**src/rtl/bip_control_unit.sv**
```systemverilog
// BIP fetch/decode sequencer: runs a two-clock FETCH/EXEC cycle, produces the next PC
// (address_bus) with its load strobe (WrPC) and decodes each instruction into datapath controls.
// Optional feature: define BIP_CYCLE_COUNT_EN to add the cycle_count output.
module bip_control_unit #(
    parameter int unsigned ADDR_W = 11,
    parameter int unsigned OPC_W  = 5,
    parameter int unsigned CNT_W  = 16
) (
    input  logic              clk,
    input  logic              rst_n,
    input  logic              start,
    input  logic [ADDR_W-1:0] Addr,
    input  logic [15:0]       instr,
    output logic [ADDR_W-1:0] address_bus,
    output logic              WrPC,
    output logic [1:0]        SelA,
    output logic              SelB,
    output logic              WrAcc,
    output logic              Op,
    output logic              WrRAM,
    output logic              RdRAM,
    output logic [ADDR_W-1:0] operand,
    output logic              halted,
    output logic              illegal,
    output logic [CNT_W-1:0]  instr_count
`ifdef BIP_CYCLE_COUNT_EN
    ,
    output logic [31:0]       cycle_count
`endif
);

    typedef enum logic [1:0] {StIdle, StFetch, StExec, StHalt} state_e;

    localparam logic [OPC_W-1:0] OpcHlt  = OPC_W'(0);
    localparam logic [OPC_W-1:0] OpcSto  = OPC_W'(1);
    localparam logic [OPC_W-1:0] OpcLd   = OPC_W'(2);
    localparam logic [OPC_W-1:0] OpcLdi  = OPC_W'(3);
    localparam logic [OPC_W-1:0] OpcAdd  = OPC_W'(4);
    localparam logic [OPC_W-1:0] OpcAddi = OPC_W'(5);
    localparam logic [OPC_W-1:0] OpcSub  = OPC_W'(6);
    localparam logic [OPC_W-1:0] OpcSubi = OPC_W'(7);

    state_e             state_q, state_d;
    logic               illegal_q, illegal_d;
    logic [CNT_W-1:0]   instr_count_q, instr_count_d;
    logic [OPC_W-1:0]   opcode;
    logic               dec_illegal;
    logic               dec_halt;

    assign opcode      = instr[15:16-OPC_W];
    assign operand     = instr[ADDR_W-1:0];
    // Next sequential address; wraps silently at the top of program memory.
    assign address_bus = Addr + ADDR_W'(1);
    assign halted      = (state_q == StHalt);
    assign illegal     = illegal_q;
    assign instr_count = instr_count_q;
    assign dec_halt    = (opcode == OpcHlt);

    // State register and status counters, all cleared asynchronously.
    always_ff @(posedge clk or negedge rst_n) begin
        if (!rst_n) begin
            state_q       <= StIdle;
            illegal_q     <= 1'b0;
            instr_count_q <= '0;
        end else begin
            state_q       <= state_d;
            illegal_q     <= illegal_d;
            instr_count_q <= instr_count_d;
        end
    end

    // Next-state logic for the sequencer and the status counters.
    always_comb begin
        state_d       = state_q;
        illegal_d     = illegal_q;
        instr_count_d = instr_count_q;
        unique case (state_q)
            StIdle:  if (start) state_d = StFetch;
            StFetch: state_d = StExec;
            StExec: begin
                state_d = dec_halt ? StHalt : StFetch;
                if (dec_illegal) illegal_d = 1'b1;
                // Saturate rather than wrap so a long run never looks short.
                if (!dec_halt && (instr_count_q != {CNT_W{1'b1}})) begin
                    instr_count_d = instr_count_q + CNT_W'(1);
                end
            end
            StHalt:  state_d = StHalt;
            default: state_d = StIdle;
        endcase
    end

    // Decode: strobes are purely combinational from (state, instr) and only live in EXEC.
    always_comb begin
        WrPC        = 1'b0;
        SelA        = 2'b00;
        SelB        = 1'b0;
        WrAcc       = 1'b0;
        Op          = 1'b0;
        WrRAM       = 1'b0;
        RdRAM       = 1'b0;
        dec_illegal = 1'b0;
        if (state_q == StExec) begin
            WrPC = !dec_halt;
            case (opcode)
                OpcHlt: ;
                OpcSto: WrRAM = 1'b1;
                OpcLd: begin
                    RdRAM = 1'b1;
                    WrAcc = 1'b1;
                end
                OpcLdi: begin
                    SelA  = 2'b01;
                    WrAcc = 1'b1;
                end
                OpcAdd: begin
                    RdRAM = 1'b1;
                    SelA  = 2'b10;
                    WrAcc = 1'b1;
                end
                OpcAddi: begin
                    SelB  = 1'b1;
                    SelA  = 2'b10;
                    WrAcc = 1'b1;
                end
                OpcSub: begin
                    RdRAM = 1'b1;
                    Op    = 1'b1;
                    SelA  = 2'b10;
                    WrAcc = 1'b1;
                end
                OpcSubi: begin
                    SelB  = 1'b1;
                    Op    = 1'b1;
                    SelA  = 2'b10;
                    WrAcc = 1'b1;
                end
                // Unknown opcodes execute as NOP but are remembered.
                default: dec_illegal = 1'b1;
            endcase
        end
    end

`ifdef BIP_CYCLE_COUNT_EN
    logic [31:0] cycle_count_q, cycle_count_d;

    assign cycle_count = cycle_count_q;

    // Next value of the active-cycle counter: runs only while fetching or executing.
    always_comb begin
        cycle_count_d = cycle_count_q;
        if ((state_q == StFetch) || (state_q == StExec)) begin
            cycle_count_d = cycle_count_q + 32'd1;
        end
    end

    // Active-cycle counter register.
    always_ff @(posedge clk or negedge rst_n) begin
        if (!rst_n) cycle_count_q <= '0;
        else        cycle_count_q <= cycle_count_d;
    end
`endif

endmodule

```
**config.mk**
```make
export PLATFORM = sky130hd
export DESIGN_NAME = bip_control_unit
export DESIGN_NICKNAME = d
export VERILOG_FILES = /design/src/rtl/bip_control_unit.sv
export SDC_FILE = /design/constraint.sdc
export NUM_CORES = 1
export LEC_CHECK = 0
export ABC_CLOCK_PERIOD_IN_PS = 5200
export CELL_PAD_IN_SITES_DETAIL_PLACEMENT = 0
export CELL_PAD_IN_SITES_GLOBAL_PLACEMENT = 2
export CORE_UTILIZATION = 22
export CTS_BUF_LIST = sky130_fd_sc_hd__clkbuf_8
export DETAILED_ROUTE_END_ITERATION = 10
export PLACE_DENSITY = 0.95
export SYNTH_ARGS = -nofsm -noshare
export SYNTH_HDL_FRONTEND = slang
export SYNTH_SLANG_ARGS = --single-unit
export TNS_END_PERCENT = 50
```
**constraint.sdc**
```tcl
create_clock -name clk -period 5.2 [get_ports clk]
set_clock_uncertainty 0.2 [all_clocks]
set_input_delay 0.78 -clock clk [delete_from_list [all_inputs] [get_ports clk]]
set_output_delay 0.78 -clock clk [all_outputs]
set_load 0.005 [all_outputs]
```
==> flow_metrics.py, run 1 <==
metrics = {
    "critical_path": {
        "crit_path_end_kind": "output pin",
        "rr_startpoint": "instr_count[0]",
        "critPathArrivalTime_ps": 2720,
        "ff2ff_setup_slack_ps": 2630,
        "ff2ff_path_depth": 5,
        "crit_fanout": 16,
        "r2r-end": "instr_count[1]",
        "startpoint_type": "input port",
        "required_ps": 4220,
        "path_class": "in2out",
    },
    "synthesis": {
        "yosys_most_used_dff": "dfrtp_1",
        "mappedNetlistArea_mm2": 0.00124,
        "synth_enable_flop_cells": 0,
        "synthArstFlopShare_pct": 100,
        "synth_commonest_cells": "dfrtp_1 (19), xor2_1 (17), buf_4 (12)",
        "yosysMostFrequentCell": "dfrtp_1",
        "synth-seq-cells": 19,
        "netlist_instances": 127,
        "ys_warn_count": 0,
        "syn-num-nets": 159,
        "yosysSeqAreaShare_pct": 38.4,
        "syn_area_per_cell_um2": 9.74,
        "yosysTopAreaCell": "dfrtp_1",
        "yosysTopAreaCellShare_pct": 38.4,
        "netlist_top_cells_area": "dfrtp_1 (38%), xor2_1 (12%), buf_4 (7.3%), xnor2_1 (5.0%), nand3_1 (3.6%)",
        "ys_types": 30,
    },
    "die": {
        "die_w_um": 77,
        "io_pins": 78,
        "coreArea_mm2": 0.00527,
        "die_h_um": 77,
        "die_area_mm2": 0.00593,
        "start_util_pct": 23.5,
        "rows": 26,
    },
    "placement": {
        "hpwl_um": 2330,
        "port_buffers": 55,
        "placed_area_mm2": 0.00179,
        "dp_cells": 239,
        "routabilityCongestion": 0.758,
    },
    "route": {
        "wl_per_cell_um": 12.0,
        "route.detailed.drc": 0,
        "ant_nets": 0,
        "wirelength_um": 2920,
        "drt_pre_antenna_iters": 4,
        "vias_per_cell": 4.32,
        "vias": 1050,
        "drt_iter0_markers": 19,
    },
    "sta": {
        "period_share_pct": 71.2,
        "rsz0062_at_grt": "false",
        "final_max_slew_viol_count": 0,
        "fmax_mhz": 270,
        "max_slew_margin_pct": 25.9,
        "setup_viol": 0,
        "tns_ps": 0,
        "tightest_slew_ps": 1110,
        "period_minus_slack_ps": 3700,
        "hold_viol_final": 0,
    },
    "outcome": {
        "status": "finished, final reports clean",
    },
    "global_routing": {
        "grt_max_degree": 20,
        "overflow": 0,
        "antenna_found_initial": 0,
        "grt_usage_pct": 10.1,
        "grt_pass1_wl_um": 4730,
        "first_global_vias": 953,
    },
    "power": {
        "p_comb_share_pct": 41.3,
        "powerDensity_mw_per_mm2": 362,
        "p_sw_w": 0.000232,
        "vdd_drop_max_mv": 0.239,
        "p_int_w": 0.000431,
        "swShare_pct": 35.0,
        "clkPwrFrac_pct": 15.2,
        "p_leak_nw": 0.706,
        "seq_power_share_pct": 43.5,
    },
    "hold_path": {
        "hold_start": "illegal",
        "hold_path_class": "reg2reg",
        "hold_depth": 1,
        "whs_endpoint": "illegal",
    },
    "clock_network": {
        "h-tree-depth": 1,
        "numCtsBuffers": 3,
        "root_buffer": "clkbuf_8",
        "post-cts-setup-buffer-count": 0,
        "clk_pin_slew_ps": 70,
        "cts_tree": "yes",
        "ctsHoldBuffers": 0,
        "cts_buffer_depth": 2,
        "clkLatencyLatePin_ps": 250,
        "cts_num_sinks": 19,
        "cts_resized": 0,
    },
    "run": {
        "cap_violations": 0,
    },
    "cells_and_area": {
        "diodes": 0,
        "post-route-util_pct": 34.8,
        "seqCellArea_um2": 475,
        "nNetsFinal": 206,
        "final_cell_area_mm2": 0.00183,
        "fill_cells": 555,
        "area_growth_pct": 48.0,
        "multi_input_area_um2": 658,
        "stdcell_count": 243,
        "drive_gt1_share_pct": 6.36,
    },
}
## cell type report
type                       instances  area share, %
inverter                           4          0.820
sequential                        19           26.0
clock buffer                       3           2.25
timing repair buffer              55           30.1
tap                               70           4.78
clock inverter                     1          0.205
multi-input combinational         91           35.9
## power by group through the flow
stage / logic (W) / registers, W / clock network, W
3_3_place_gp: 0.000273 / 0.000292 / 0
4_1_cts: 0.000279 / 0.000290 / 0.000105
3_5_place_dp: 0.000276 / 0.000292 / 0
5_1_grt: 0.000299 / 0.000303 / 0.000114
6_report: 0.000274 / 0.000289 / 0.000101
2_1_floorplan: 0.000107 / 0.000280 / 0
## registers in the layout (all words and copies together), names as in the netlist
name / flops
instr_count: 16
state_q: 2
illegal: 1
## how the worst max path moves through the flow
stage | startpoint | to | slack [ps] | depth (start not counted)
3_3_place_gp | instr[12] | WrPC | 1500 | 5
5_1_grt | instr[12] | WrPC | 1390 | 5
3_5_place_dp | instr[12] | WrPC | 1480 | 5
4_1_cts | instr[12] | WrPC | 1470 | 5
6_report | instr[12] | WrPC | 1500 | 5
2_1_floorplan | instr[15] | WrPC | 2450 | 4
## logic make-up (layout without fill, tap and decap cells)
kind of cell    count (synthesis)  count (layout)  share of synthesized area (%)
flops                          19              19                           38.4
compound gates                  5               5                           3.94
mux                             1               1                          0.910
simple gates                   59              59                           28.8
buf+inv                        17              63                           8.90
fa+ha+maj                       2               2                           2.02
xor+xnor                       24              24                           17.0
## critical path, stage by stage
cell,delay [ps]
clkdlybuf4s50_1,480
or4_4,570
o21bai_4,370
inv_1,70
clkdlybuf4s50_1,460
## metal layers
layer | routed length, um | GRT usage, % | part of all wire (%) | vias to the layer above
met1 | 1340 | 13.6 | 46 | 498
met2 | 1410 | 15.4 | 48 | 20
li1 | - | - | - | 528
met4 | 19 | 2.45 | 0.65 | 0
met5 | 0 | 0 | 0 | -
met3 | 145 | 3.45 | 5.0 | 4
## cell usage in the layout, fill, tap and decap left out, types with 2 or more instances in the layout
cell type,count
and3_1,5
nand2b_1,2
or4_4,2
xor2_1,17
nor4_1,4
ha_1,2
inv_1,5
nor3_1,8
nand4_1,4
dfrtp_1,19
clkdlybuf4s50_1,55
xnor2_1,7
and4_1,2
nand2_1,9
nand3_1,9
nor3b_1,2
clkbuf_8,3
nor2_1,5
## stage by stage
| step | setup WS [ps] | total power (W) | hold WS [ps] |
|---|---|---|---|
| floorplan | 2450 | 0.000387 | 250 |
| global placement | 1500 | 0.000565 | 265 |
| detailed placement | 1480 | 0.000569 | 269 |
| CTS | 1470 | 0.000674 | 289 |
| global route | 1390 | 0.000716 | 313 |
| finish | 1500 | 0.000663 | 281 |
(Power assumes the default switching activity.)
==> inputs of run 2 (changes only) <==
ABC_CLOCK_PERIOD_IN_PS = 3110   (was 5200)
CORE_UTILIZATION = 18   (was 22)
PLACE_DENSITY = 0.85   (was 0.95)
clock period = 3.11 ns   (was 5.2 ns; I/O delays follow)
==> run 2 against run 1 <==
Against the previous run: combinational power is 67% higher; largest power group unchanged; via count is 1.8% lower; worst setup slack worse by 1300 ps; die area is 22% higher; hold slack worse by 1.7 ps; core utilization is 6.2 points lower; largest cell class unchanged; sequential power is 66% higher; count of clock-buffer cells in the layout stayed put; sequential cell count stayed put; global-route usage is 1.2 points lower.
==> flow_metrics.py, run 2 (synthesis gave the netlist of run 1 again) <==
metrics = {
    "critical_path": {
        "required_ps": 2440,
        "ff2ff_setup_slack_ps": 850,
        "crit_fanout": 5,
        "r2r-end": "instr_count[7]",
        "path_class": "in2out",
        "crit_path_end_kind": "output pin",
        "critPathArrivalTime_ps": 2240,
        "crit_start": "Addr[0]",
        "ff2ff_path_depth": 6,
        "startpoint_type": "input port",
        "endpoint": "address_bus[8]",
        "rr_startpoint": "instr_count[0]",
    },
    "die": {
        "die_h_um": 84.9,
        "coreArea_mm2": 0.00649,
        "rows": 29,
        "io_pins": 78,
        "die_area_mm2": 0.00721,
        "start_util_pct": 19.1,
        "die_w_um": 84.9,
    },
    "cells_and_area": {
        "drive_gt1_share_pct": 8.00,
        "mostFrequentLayoutCell": "clkdlybuf4s50_1",
        "nNetsFinal": 208,
        "most-common-layout-cells": "clkdlybuf4s50_1 (55), dfrtp_1 (19), xor2_1 (17)",
        "multi_input_area_um2": 658,
        "seqCellArea_um2": 475,
        "fill_cells": 671,
        "largest_reg_flops": 16,
        "stdcell_count": 252,
        "area_growth_pct": 50.1,
        "diodes": 0,
    },
    "route": {
        "wl_per_cell_um": 12.0,
        "wirelength_um": 3020,
        "route.detailed.drc": 0,
        "vias_per_cell": 4.09,
        "vias": 1031,
        "drt_iter0_markers": 47,
        "ant_nets": 0,
        "drt_pre_antenna_iters": 6,
    },
    "clock_network": {
        "cts_tree": "yes",
        "clkLatencyLatePin_ps": 270,
        "h-tree-depth": 1,
        "post-cts-setup-buffer-count": 0,
        "cts_buffer_depth": 2,
        "ctsHoldBuffers": 0,
        "cts_num_sinks": 19,
        "numCtsBuffers": 3,
        "clk_pin_slew_ps": 70,
        "root_buffer": "clkbuf_8",
        "cts_resized": 0,
    },
    "sta": {
        "rsz0062_at_grt": "false",
        "max_slew_margin_pct": 41.6,
        "period_share_pct": 93.5,
        "tns_ps": 0,
        "hold_viol_final": 0,
        "setup_viol": 0,
        "final_max_slew_viol_count": 0,
        "fmax_mhz": 344,
        "tightest_slew_ps": 874,
        "period_minus_slack_ps": 2910,
    },
    "placement": {
        "dp_cells": 248,
        "routabilityCongestion": 0.698,
        "hpwl_um": 2380,
        "port_buffers": 55,
    },
    "global_routing": {
        "overflow": 0,
        "globalRouteMet3Util_pct": 3.40,
        "antenna_found_initial": 0,
        "top_usage_layer": "met2",
        "grt_use_met2_pct": 13.5,
        "gr-usage-met1_pct": 11.4,
        "grt_usage_pct": 8.88,
        "grt_pass1_wl_um": 5070,
        "first_global_vias": 1057,
        "grt_max_degree": 20,
    },
    "power": {
        "vdd_drop_max_mv": 0.270,
        "powerDensity_mw_per_mm2": 603,
        "p_leak_nw": 0.714,
    },
    "hold_path": {
        "hold_path_class": "reg2reg",
        "hold_depth": 1,
    },
    "run": {
        "cap_violations": 0,
    },
    "outcome": {
        "status": "finished, final reports clean",
    },
}
## run 2: cell count changes in the layout (fill, tap and decap cells not counted)
cell and change:
buf_4 +2, clkinv_2 +1, inv_1 -1
## run 2: metal layers
layer	routed length [um]	part of all wire [%]
met1	1450	48
met2	1370	45
met3	147	4.9
met4	57	1.9
met5	0	0
## run 2: worst max-delay path, cell delays in order
cell and delay (ps):
clkdlybuf4s50_1 550, ha_1 230, and3_1 230, nand3_1 100, xnor2_1 140, clkdlybuf4s50_1 520
## run 2: cell type report
type	count	share of cell area, %
inverters	4	0.809
repair buffers	57	30.5
flip-flops and latches	19	25.6
well taps	77	5.19
clock buffers	3	2.22
multi-input cells	91	35.4
clock inverters	1	0.270
## run 2: where the power goes
group / total [W] / switching [W] / internal (W)
combinational: 0.000458 / 0.000167 / 0.000290
sequential: 0.000481 / 0.000137 / 0.000344
clock: 0.000181 / 0.0000915 / 0.0000894
## run 2: per-stage QoR
step	setup WS [ps]	hold slack [ps]	instance area [um^2]	power (W)	utilization (%)
after floorplan	991	-29.1	1240	0.000647	-
after global placement	253	259	1810	0.000951	27.9
after detailed placement	184	266	1810	0.000951	27.9
after CTS	192	284	1860	0.00114	28.6
after global routing	71.2	307	1860	0.00121	28.6
final	202	279	1860	0.00112	28.6
## run 2: how the worst min path moves through the flow
| stage | startpoint | endpoint | slack, ps |
|---|---|---|---|
| 2_1_floorplan | rst_n | illegal | -30 |
| 3_3_place_gp | state_q[1] | state_q[0] | 260 |
| 3_5_place_dp | state_q[1] | state_q[0] | 270 |
| 4_1_cts | state_q[1] | state_q[0] | 280 |
| 5_1_grt | illegal | illegal | 310 |
| 6_report | state_q[1] | state_q[0] | 280 |
